## src/rtl/mem_arbiter_if.sv

```systemverilog
// mem_arbiter_if: single-outstanding request/acknowledge bus.
//
// Used both for the master-side ports (CPU, loader) and for the DRAM
// command port of mem_arbiter.
//   req   : request level (masters) / one-cycle command strobe (DRAM side)
//   we    : byte write enables, 0 = read
//   addr  : byte address
//   wdata : write data
//   ack   : one-cycle completion
//   rdata : read data, valid with ack
// Modports:
//   master : drives req/we/addr/wdata, receives ack/rdata
//   slave  : receives req/we/addr/wdata, drives ack/rdata
interface mem_arbiter_if #(
  parameter int AW = 32,
  parameter int DW = 32
);
  logic          req;
  logic [3:0]    we;
  logic [AW-1:0] addr;
  logic [DW-1:0] wdata;
  logic          ack;
  logic [DW-1:0] rdata;

  modport master (output req, output we, output addr, output wdata,
                  input  ack, input  rdata);
  modport slave  (input  req, input  we, input  addr, input  wdata,
                  output ack, output rdata);
endinterface

```

## src/rtl/mem_arbiter.sv

```systemverilog
// mem_arbiter: two-master, one-slave round-robin arbiter for the shared
// DRAM data port. Master 0 is the CPU data port, master 1 the program
// loader. One transaction is outstanding at a time; each one is
// IDLE -> ISSUE (one-cycle command strobe) -> WAIT (for DRAM ready) ->
// ACK (one-cycle ack to the owning master) -> IDLE.
//
// Ports:
//   clk   : system clock
//   rst   : synchronous active-high reset (aborts any transaction)
//   m0    : CPU bus (slave modport; req/we/addr/wdata in, ack/rdata out)
//   m1    : loader bus (same as m0)
//   s     : DRAM command bus (master modport): s.req is the one-cycle
//           command strobe, s.ack the one-cycle DRAM ready
//   grant : one-hot current owner, 0 when idle
//   err   : sticky timeout flag
//
// Optional feature: define MEM_ARBITER_TIMEOUT_EN to abort a WAIT that
// lasts TIMEOUT cycles; the owner is then acked with 32'hdeadbeef and
// err is set until reset. Without it WAIT is unbounded and err is 0.
module mem_arbiter #(
  parameter int AW      = 32,
  parameter int DW      = 32,
  parameter int TIMEOUT = 1023
) (
  input  logic          clk,
  input  logic          rst,
  mem_arbiter_if.slave  m0,
  mem_arbiter_if.slave  m1,
  mem_arbiter_if.master s,
  output logic [1:0]    grant,
  output logic          err
);

  typedef enum logic [1:0] {
    IDLE  = 2'd0,
    ISSUE = 2'd1,
    WAIT  = 2'd2,
    ACK   = 2'd3
  } state_t;

  state_t        state;
  state_t        state_next;

  logic          last_m1;     // 1 when m1 was served last
  logic          any_req;
  logic          pick_m1;     // winner of the IDLE arbitration
  logic          timeout_hit;
  logic [DW-1:0] resp_data;

  logic [3:0]    cmd_we;
  logic [AW-1:0] cmd_addr;
  logic [DW-1:0] cmd_wdata;
  logic [DW-1:0] rdata0;
  logic [DW-1:0] rdata1;

  // m1 wins when it is the only requester, or on a tie when m0 was
  // served last. Reset leaves last_m1 = 1 so m0 wins the first tie.
  always_comb begin
    any_req    = m0.req | m1.req;
    pick_m1    = m1.req & (~m0.req | ~last_m1);
    state_next = state;
    case (state)
      IDLE:    if (any_req) state_next = ISSUE;
      ISSUE:   state_next = WAIT;
      WAIT:    if (s.ack || timeout_hit) state_next = ACK;
      ACK:     state_next = IDLE;
      default: state_next = IDLE;
    endcase
  end

  always_ff @(posedge clk) begin
    if (rst) state <= IDLE;
    else     state <= state_next;
  end

  // A ready from DRAM takes precedence over a timeout in the same cycle.
  assign resp_data = s.ack ? s.rdata : DW'(32'hdeadbeef);

  // Command capture, owner tracking and response latching. Every output
  // is cleared on reset, so the command and read-data registers are
  // reset as well.
  always_ff @(posedge clk) begin
    if (rst) begin
      last_m1   <= 1'b1;
      grant     <= 2'b00;
      cmd_we    <= '0;
      cmd_addr  <= '0;
      cmd_wdata <= '0;
      rdata0    <= '0;
      rdata1    <= '0;
    end else begin
      case (state)
        IDLE: begin
          if (any_req) begin
            grant     <= pick_m1 ? 2'b10 : 2'b01;
            last_m1   <= pick_m1;
            cmd_we    <= pick_m1 ? m1.we    : m0.we;
            cmd_addr  <= pick_m1 ? m1.addr  : m0.addr;
            cmd_wdata <= pick_m1 ? m1.wdata : m0.wdata;
          end
        end
        WAIT: begin
          // Only the owner's read-data register changes; the other
          // master keeps seeing its previous value.
          if (s.ack || timeout_hit) begin
            if (grant[1]) rdata1 <= resp_data;
            else          rdata0 <= resp_data;
          end
        end
        ACK:     grant <= 2'b00;
        default: ;
      endcase
    end
  end

  assign s.req    = (state == ISSUE);
  assign s.we     = cmd_we;
  assign s.addr   = cmd_addr;
  assign s.wdata  = cmd_wdata;

  assign m0.ack   = (state == ACK) & grant[0];
  assign m1.ack   = (state == ACK) & grant[1];
  assign m0.rdata = rdata0;
  assign m1.rdata = rdata1;

`ifdef MEM_ARBITER_TIMEOUT_EN
  localparam int CW = ($clog2(TIMEOUT + 1) > 10) ? $clog2(TIMEOUT + 1) : 10;

  logic [CW-1:0] wait_cnt;
  logic          err_q;

  // wait_cnt is 0 on the first WAIT cycle and counts WAIT cycles without
  // ready; the abort fires in the cycle the count would reach TIMEOUT.
  always_ff @(posedge clk) begin
    if (rst) begin
      wait_cnt <= '0;
      err_q    <= 1'b0;
    end else begin
      if (state != WAIT) wait_cnt <= '0;
      else if (!s.ack)   wait_cnt <= wait_cnt + CW'(1);
      if (timeout_hit)   err_q <= 1'b1;
    end
  end

  assign timeout_hit = (state == WAIT) && !s.ack && (wait_cnt == CW'(TIMEOUT - 1));
  assign err         = err_q;
`else
  assign timeout_hit = 1'b0;
  assign err         = 1'b0;
`endif

endmodule

```

## src/flat_wrapper.sv

```systemverilog
// flat-port wrapper written by rule: the top's interface ports become plain ports
module mem_arbiter_flat 
#(
  parameter int AW      = 32,
  parameter int DW      = 32,
  parameter int TIMEOUT = 1023
)
  (clk, rst, grant, err, m0_req, m0_we, m0_addr, m0_wdata, m0_ack, m0_rdata, m1_req, m1_we, m1_addr, m1_wdata, m1_ack, m1_rdata, s_req, s_we, s_addr, s_wdata, s_ack, s_rdata);
  mem_arbiter_if #(.AW(AW), .DW(DW)) m0_i ();
  mem_arbiter_if #(.AW(AW), .DW(DW)) m1_i ();
  mem_arbiter_if #(.AW(AW), .DW(DW)) s_i ();
  input  logic clk;
  input  logic rst;
  output logic [1:0] grant;
  output logic err;
  input wire logic [$bits(m0_i.req)-1:0] m0_req;
  input wire logic [$bits(m0_i.we)-1:0] m0_we;
  input wire logic [$bits(m0_i.addr)-1:0] m0_addr;
  input wire logic [$bits(m0_i.wdata)-1:0] m0_wdata;
  output wire logic [$bits(m0_i.ack)-1:0] m0_ack;
  output wire logic [$bits(m0_i.rdata)-1:0] m0_rdata;
  input wire logic [$bits(m1_i.req)-1:0] m1_req;
  input wire logic [$bits(m1_i.we)-1:0] m1_we;
  input wire logic [$bits(m1_i.addr)-1:0] m1_addr;
  input wire logic [$bits(m1_i.wdata)-1:0] m1_wdata;
  output wire logic [$bits(m1_i.ack)-1:0] m1_ack;
  output wire logic [$bits(m1_i.rdata)-1:0] m1_rdata;
  output wire logic [$bits(s_i.req)-1:0] s_req;
  output wire logic [$bits(s_i.we)-1:0] s_we;
  output wire logic [$bits(s_i.addr)-1:0] s_addr;
  output wire logic [$bits(s_i.wdata)-1:0] s_wdata;
  input wire logic [$bits(s_i.ack)-1:0] s_ack;
  input wire logic [$bits(s_i.rdata)-1:0] s_rdata;
  assign m0_i.req = m0_req;
  assign m0_i.we = m0_we;
  assign m0_i.addr = m0_addr;
  assign m0_i.wdata = m0_wdata;
  assign m0_ack = m0_i.ack;
  assign m0_rdata = m0_i.rdata;
  assign m1_i.req = m1_req;
  assign m1_i.we = m1_we;
  assign m1_i.addr = m1_addr;
  assign m1_i.wdata = m1_wdata;
  assign m1_ack = m1_i.ack;
  assign m1_rdata = m1_i.rdata;
  assign s_req = s_i.req;
  assign s_we = s_i.we;
  assign s_addr = s_i.addr;
  assign s_wdata = s_i.wdata;
  assign s_i.ack = s_ack;
  assign s_i.rdata = s_rdata;
  mem_arbiter #(.AW(AW), .DW(DW), .TIMEOUT(TIMEOUT)) u_core (.clk(clk), .rst(rst), .m0(m0_i), .m1(m1_i), .s(s_i), .grant(grant), .err(err));
endmodule
```

## config.mk

```make
export PLATFORM = sky130hd
export DESIGN_NAME = mem_arbiter_flat
export DESIGN_NICKNAME = d
export VERILOG_FILES = /design/src/rtl/mem_arbiter_if.sv /design/src/rtl/mem_arbiter.sv /design/src/flat_wrapper.sv
export SDC_FILE = /design/constraint.sdc
export NUM_CORES = 1
export LEC_CHECK = 0
export CORE_MARGIN = 3
export CORE_UTILIZATION = 43
export CTS_CLUSTER_SIZE = 40
export DETAILED_ROUTE_END_ITERATION = 10
export HOLD_SLACK_MARGIN = 0.08
export PLACE_DENSITY = 0.9
export SLEW_MARGIN = 20
export SYNTH_ARGS = -nofsm -noshare
export SYNTH_HDL_FRONTEND = slang
export SYNTH_SLANG_ARGS = --single-unit
```

## constraint.sdc

```tcl
create_clock -name clk -period 4.75 [get_ports clk]
set_input_delay 0.475 -clock clk [delete_from_list [all_inputs] [get_ports clk]]
set_output_delay 0.475 -clock clk [all_outputs]
set_load 0.01 [all_outputs]
```

==> reports/qor.csv <==
stage,metric,value,unit
status,outcome,"complete, no violations",
placed_design,DP Area,8980,um^2
power,Comb pwr share,40.2,%
global_route,GRT Total Usage,23.9,%
timing,Slew headroom,33.5,%
floorplan,row cnt,42,
clock_network,htree depth,4,
clock_network,clock slew seen by the registers of the worst setup and hold paths,60,ps
clock_network,post_cts resized,0,
critical_path,"Req. time, crit path",5070,ps
finish,layout cell share with drive strength beyond 1,10.7,%
power,Leak,0.00344,uW
timing,RSZ-0062 raised after global routing,false,
hold_path,Hold Path Class,reg2reg,
hold_path,Hold Path End,u_core.m0.rdata[1],
timing,Tcrit/Tclk final,51.8,%
timing,final hold vios,0,
placed_design,dpl hpwl,13.4,mm
finish,"commonest non-fill, non-tap cell in the layout",clkdlybuf4s50_1,
floorplan,die width,123,um
finish,multi-input logic area,2830,um^2
clock_network,TritonCTS clock tree,yes,
global_route,largest net degree at the start of global routing,135,
critical_path,Worst Setup Start Kind,primary input,
finish,post-route cell area,9560,um^2
logic_synthesis,Synth Area per Inst,8.46,um^2
clock_network,Post-CTS Setup Inserts,0,
logic_synthesis,sequential area share after synthesis,46.4,%
clock_network,# hold bufs at CTS,0,
floorplan,initial core utilization,44.3,%
critical_path,crit-path max FO,49,
finish,nets@finish,1156,
finish,register area,2740,um^2
power,sw power,1640,uW
logic_synthesis,Synth cell types,33,
drt,Detail Route Antenna Nets,0,
run,maxcap violations,0,
floorplan,die area,15200,um^2
drt,drc violations,0,
clock_network,total CTS buffers,17,
timing,Fmax achieved,407,MHz
floorplan,core area,13300,um^2
power,total power,4780,uW
timing,Min Hold Slack,452,ps
timing,Sum Neg Setup Slack,0,ps
drt,vias per cell,5.12,
placed_design,worst slack at placement,1870,ps
logic_synthesis,Mapped Cells,699,
logic_synthesis,post-synthesis sequential element count,137,
critical_path,worst stage delay on the critical path,860,ps
clock_network,Clock Tree Root,clkbuf_16,
clock_network,CTS Sinks,137,
floorplan,Die H,123,um
timing,final slew viol count,0,
power,power density of the placed cells,500,nW/um^2
timing,Worst Clk Skew,6.54,ps
finish,Filler cells,987,
clock_network,Longest Clk Path Bufs,2,
timing,Tmin final,2460,ps
global_route,initial antenna violation count,0,
critical_path,Worst Setup End Kind,register,
global_route,first-pass GRT wire length,28.2,mm
timing,Slew @ Worst Pin,998,ps
finish,Area Growth Syn to Fin,61.6,%
power,switch share,34.2,%
drt,Detailed Route Iter0 Violations,314,
global_route,vias in the first global route,5797,
power,share of power burned in registers,33.0,%
timing,Final setup violation count,0,
logic_synthesis,syn_nets,879,
drt,drt total wl,18.7,mm
drt,drt pass-1 iters,5,
power,Clk pwr share,26.8,%
global_route,GRT overflow,0,
critical_path,FF-to-FF setup slack,2650,ps
timing,Final WS setup,2290,ps
logic_synthesis,Synth warnings,0,
critical_path,Crit Reg-Reg Endpoint,u_core.s.wdata[10],
hold_path,Worst Min Path Start,u_core.m0.rdata[1],
placed_design,routability cong.,0.801,
drt,via count,5963,
critical_path,CP max-delay cell,a21bo_2,
critical_path,Setup Crit Path Kind,in2reg,
critical_path,R2R cell count,4,
hold_path,hold path cells,2,
critical_path,worst r2r src,u_core.last_m1,
floorplan,IO Count,311,
critical_path,CP cell instances,clkdlybuf4s50_1 -> a21bo_2 -> buf_4 -> nand2_1 -> a311oi_2,
finish,"commonest non-fill, non-tap cells in the layout","clkdlybuf4s50_1 (308), nand2_1 (261), dfxtp_1 (137)",
finish,Inserted Diodes,0,
power,Int Pwr,3150,uW
clock_network,clk_lat worst skew,420,ps
power,Peak supply drop,0.420,mV
placed_design,Port Buffers,309,
logic_synthesis,Post-Syn Area,5920,um^2
critical_path,crit path DAT,2780,ps
drt,per-cell routed wire length,16.0,um
[worst max-delay path: cells and delay by family]
family          cells  cell delay [ps]
compound gates      2             1100
buf+inv             2             1070
simple gates        1              100
[power groups by stage]
stage,clock [uW],combinational [uW],sequential [uW]
4_1_cts,1300,1940,1580
5_1_grt,1350,2080,1610
3_5_place_dp,0,1930,1600
2_1_floorplan,0,996,1710
3_3_place_gp,0,1880,1580
6_report,1280,1920,1580
[cell usage after synthesis]
master / instances / area, um^2
and2_1: 2 / 12.5
dfxtp_1: 137 / 2740
nor2b_1: 2 / 12.5
buf_6: 9 / 101
nor3b_1: 1 / 7.51
buf_2: 24 / 120
or4b_1: 1 / 10.0
nor2_1: 69 / 259
nand3b_1: 1 / 7.51
nand3_1: 2 / 10.0
nand2_1: 261 / 980
buf_1: 1 / 3.75
a21oi_1: 67 / 335
and3_1: 1 / 6.26
or4_1: 1 / 7.51
a21boi_4: 1 / 18.8
o31ai_1: 2 / 15.0
buf_4: 3 / 22.5
ha_1: 7 / 87.6
a311oi_2: 58 / 871
a21bo_2: 1 / 10.0
a32oi_1: 2 / 17.5
nand2b_1: 2 / 12.5
or2_2: 1 / 6.26
inv_1: 4 / 15.0
o21ai_0: 2 / 10.0
clkbuf_1: 23 / 86.3
conb_1: 1 / 3.75
and3b_1: 1 / 8.76
o32ai_2: 2 / 32.5
a31oi_1: 1 / 6.26
a311oi_1: 8 / 70.1
o21a_1: 1 / 7.51
[worst max path at each step]
stage | cells past startpoint | to | from | slack [ps]
after floorplan | 5 | u_core.state[0] | u_core.state[0] | 3220
after CTS | 5 | u_core.s.wdata[20] | m0_req | 2320
after global placement | 5 | u_core.s.addr[1] | m0_req | 1960
after detailed placement | 5 | u_core.s.wdata[12] | m0_req | 1870
final | 5 | u_core.s.wdata[10] | m0_req | 2290
after global routing | 5 | u_core.s.wdata[12] | m0_req | 2160
[registers in the layout, summed over array words and instances, names as in the netlist]
| signal | cells |
|---|---|
| u_core.grant | 2 |
| u_core.state | 2 |
| u_core.m0.rdata | 32 |
| u_core.s.we | 4 |
| u_core.last_m1 | 1 |
| u_core.s.wdata | 32 |
| u_core.m1.rdata | 32 |
| u_core.s.addr | 32 |
[layer usage]
| metal | vias up | routed length (um) | track usage, % |
|---|---|---|---|
| met2 | 264 | 9480 | 42.6 |
| li1 | 2913 | - | - |
| met4 | 0 | 834 | 12.8 |
| met5 | - | 0 | 0 |
| met3 | 51 | 1810 | 9.42 |
| met1 | 2735 | 6530 | 23.7 |
[per-stage QoR]
step           utilization, %  cells
2_1_floorplan               -    699
3_3_place_gp             67.3   1133
4_1_cts                  71.6   1165
3_5_place_dp             67.3   1133
5_1_grt                  71.6   1165
6_report                 71.6   1165
[cell type report]
| class | instances | area share (%) |
|---|---|---|
| Sequential cell | 137 | 28.7 |
| Timing Repair Buffer | 318 | 33.2 |
| Tap cell | 176 | 2.30 |
| Multi-Input combinational cell | 498 | 29.6 |
| Clock buffer | 17 | 4.45 |
| Inverter | 4 | 0.157 |
| Clock inverter | 15 | 1.60 |
[cell families after synthesis]
| kind of cell | share of synthesized area, % |
|---|---|
| AO/OA/AOI/OAI | 23.6 |
| adder cells (fa/ha/maj) | 1.48 |
| buffers and inverters | 5.90 |
| flip-flops | 46.4 |
| other | 0.0634 |
| AND/OR/NAND/NOR | 22.6 |
Power figures use the tool's default switching activity.
==> variant (same flow settings) <==
`DW` is set to 32 in 3 places; all go to 28.
--- a/src/rtl/mem_arbiter_if.sv
+++ b/src/rtl/mem_arbiter_if.sv
@@ -15,3 +15,3 @@
   parameter int AW = 32,
-  parameter int DW = 32
+  parameter int DW = 28
 );
--- a/src/rtl/mem_arbiter.sv
+++ b/src/rtl/mem_arbiter.sv
@@ -21,3 +21,3 @@
   parameter int AW      = 32,
-  parameter int DW      = 32,
+  parameter int DW      = 28,
   parameter int TIMEOUT = 1023
--- a/src/flat_wrapper.sv
+++ b/src/flat_wrapper.sv
@@ -4,3 +4,3 @@
   parameter int AW      = 32,
-  parameter int DW      = 32,
+  parameter int DW      = 28,
   parameter int TIMEOUT = 1023
Interface: changed (6 resized); port bits go from 311 to 287. The function was not compared with the original's and may differ.
==> variant against the original RTL <==
- clock skew barely moved
- routed wire length fell by 2.2%
- total power fell by 4.6%
- sequential cell count fell by 12
- area after synthesis fell by 8.2%
- sequential power fell by 8%
- via count fell by 5.4%
- worst setup slack improved by 0.032 ns
- cell area fell by 7.5%
- hold slack got worse by 0.0011 ns
- register-to-register slack got worse by 0.28 ns
- first-iteration DRC count rose by 42%
- critical path type unchanged
- largest power group unchanged
==> variant: results (changes against the original RTL) <==
| Metric | Value |
|---|---|
| Fraction of area in clock buffers and inverters | `6.82% (+0.77 points)` |
| Standard cell with the maximum stage delay on the critical path | `sky130_fd_sc_hd__a21boi_4` |
| Outcome | `completed` |
| Clock net sink count | `125 (-8.8%)` |
| Clkbuf count | `25 (+8)` |
| HP Start | `u_core.m1.rdata[9]$_SDFFE_PP0P_` |
| Placed insts | `1046 (-7.7%)` |
| Top cells by instance count after synthesis | `238 x sky130_fd_sc_hd__nand2_1, 125 x sky130_fd_sc_hd__dfxtp_1, 67 x sky130_fd_sc_hd__nor2_1` |
| Post-detail-place hpwl | `12.9 mm (-3.6%)` |
| Wirelength per Cell | `16.9 microns (+5.7%)` |
| Number of non-clock buffers | `291 (-8.5%)` |
| Highest cell delay on the worst timing path | `0.78 ns (-0.08 ns)` |
| Total track usage | `25.2% (+1.4 points)` |
| Critical R2R Launch | `u_core.state[0]$_SDFFE_PP0P_` |
| Endpoint of the worst hold path | `u_core.m1.rdata[9]$_SDFFE_PP0P_` |
| Number of global-route vias before repair | `5589 (-3.6%)` |
| Number of nets in the synthesized netlist | `808 (-8.1%)` |
| Non-clock buffer contribution to total cell area | `32.8% (-0.41 points)` |
| Inverters | `2 (-2)` |
| Area after DPL | `0.00822 sq mm (-8.5%)` |
| Clock skew | `0.00685 ns (+0.000317 ns)` |
| Proportion of layout cells with a drive suffix above 1 | `9.89% (-0.83 points)` |
| Critical Path Fanout Max | `35 (-29%)` |
| Area occupied by multi-input gates | `0.00262 sq mm (-7.5%)` |
| Skew-Pair Late Insertion Delay | `0.40 ns (-0.02 ns)` |
| End of the worst register-to-register path | `u_core.s.addr[3]$_SDFFE_PP0P_` |
| Number of port buffers | `285 (-7.8%)` |
| Multi-input combinational cell count | `461 (-7.4%)` |
| Startpoint of the worst setup timing path | `m1_req` |
| Number of distinct standard cells referenced by the synthesized netlist | `35 (+6.1%)` |
| Core footprint | `0.0122 sq mm (-8.9%)` |
| Flop-to-flop setup slack | `2.37 ns (-0.28 ns)` |
| Wire length of the first global-routing pass | `28.0 mm (-0.54%)` |
| Actual transition at the worst max-transition pin | `1.04 ns (+0.0473 ns)` |
| Sequential cell area | `0.00250 sq mm (-8.8%)` |
| Detailed Route Iter0 Violations | `445 (+42%)` |
| # fillers | `855 (-13%)` |
| Worst path arrival time | `2.71 ns (-0.07 ns)` |
| Final cell count without fillers | `1078 (-7.5%)` |
| Final worst hold slack | `0.451 ns (-0.00105 ns)` |
| Worst Reg2Reg Path Length in Cells | `6 (+2)` |
| Number of instances in the synthesized netlist | `640 (-8.4%)` |
variant: cell count changes after synthesis, sizes merged, moves of 4 or more:
cell and delta:
a21oi -9, a311oi -4, dfxtp -12, nand2 -23, clkbuf -11
variant: cells by family after synthesis:
logic type	Yosys count	synth area share, %
AND/OR/NAND/NOR	323	23.6
AO/OA/AOI/OAI	130	22.7
flip-flops	125	46.1
buffers and inverters	54	5.96
adder cells (fa/ha/maj)	7	1.61
other	1	0.0690
variant: critical path: cells and delay by family:
kind	cells	cell delay, ns
AOI/OAI and AO/OA	2	1.12
buffers and inverters	2	0.99
and+or+nand+nor	1	0.09
variant: how the worst max path moves through the flow:
stage | end | slack (ns) | cells after the start
floorplan | u_core.s.addr[16]$_SDFFE_PP0P_ | 3.24 | 7
finish | u_core.s.addr[2]$_SDFFE_PP0P_ | 2.32 | 5
global placement | u_core.s.addr[14]$_SDFFE_PP0P_ | 2.02 | 5
CTS | u_core.s.addr[2]$_SDFFE_PP0P_ | 2.32 | 5
global route | u_core.s.addr[2]$_SDFFE_PP0P_ | 2.19 | 5
detailed placement | u_core.s.addr[5]$_SDFFE_PP0P_ | 1.97 | 5
variant: power breakdown:
group | total, mW | internal [mW] | switching [mW]
logic | 1.78 | 0.870 | 0.915
clock network | 1.32 | 0.877 | 0.446
registers | 1.46 | 1.31 | 0.146
total | 4.56 | 3.06 | 1.51
variant: per-layer routing:
metal | GRT usage, % | routed length, microns | share of wire [%]
met5 | 0 | 0 | 0
met2 | 44.9 | 9160 | 50
met4 | 12.7 | 796 | 4.4
met3 | 10.1 | 1910 | 10
met1 | 25.4 | 6390 | 35
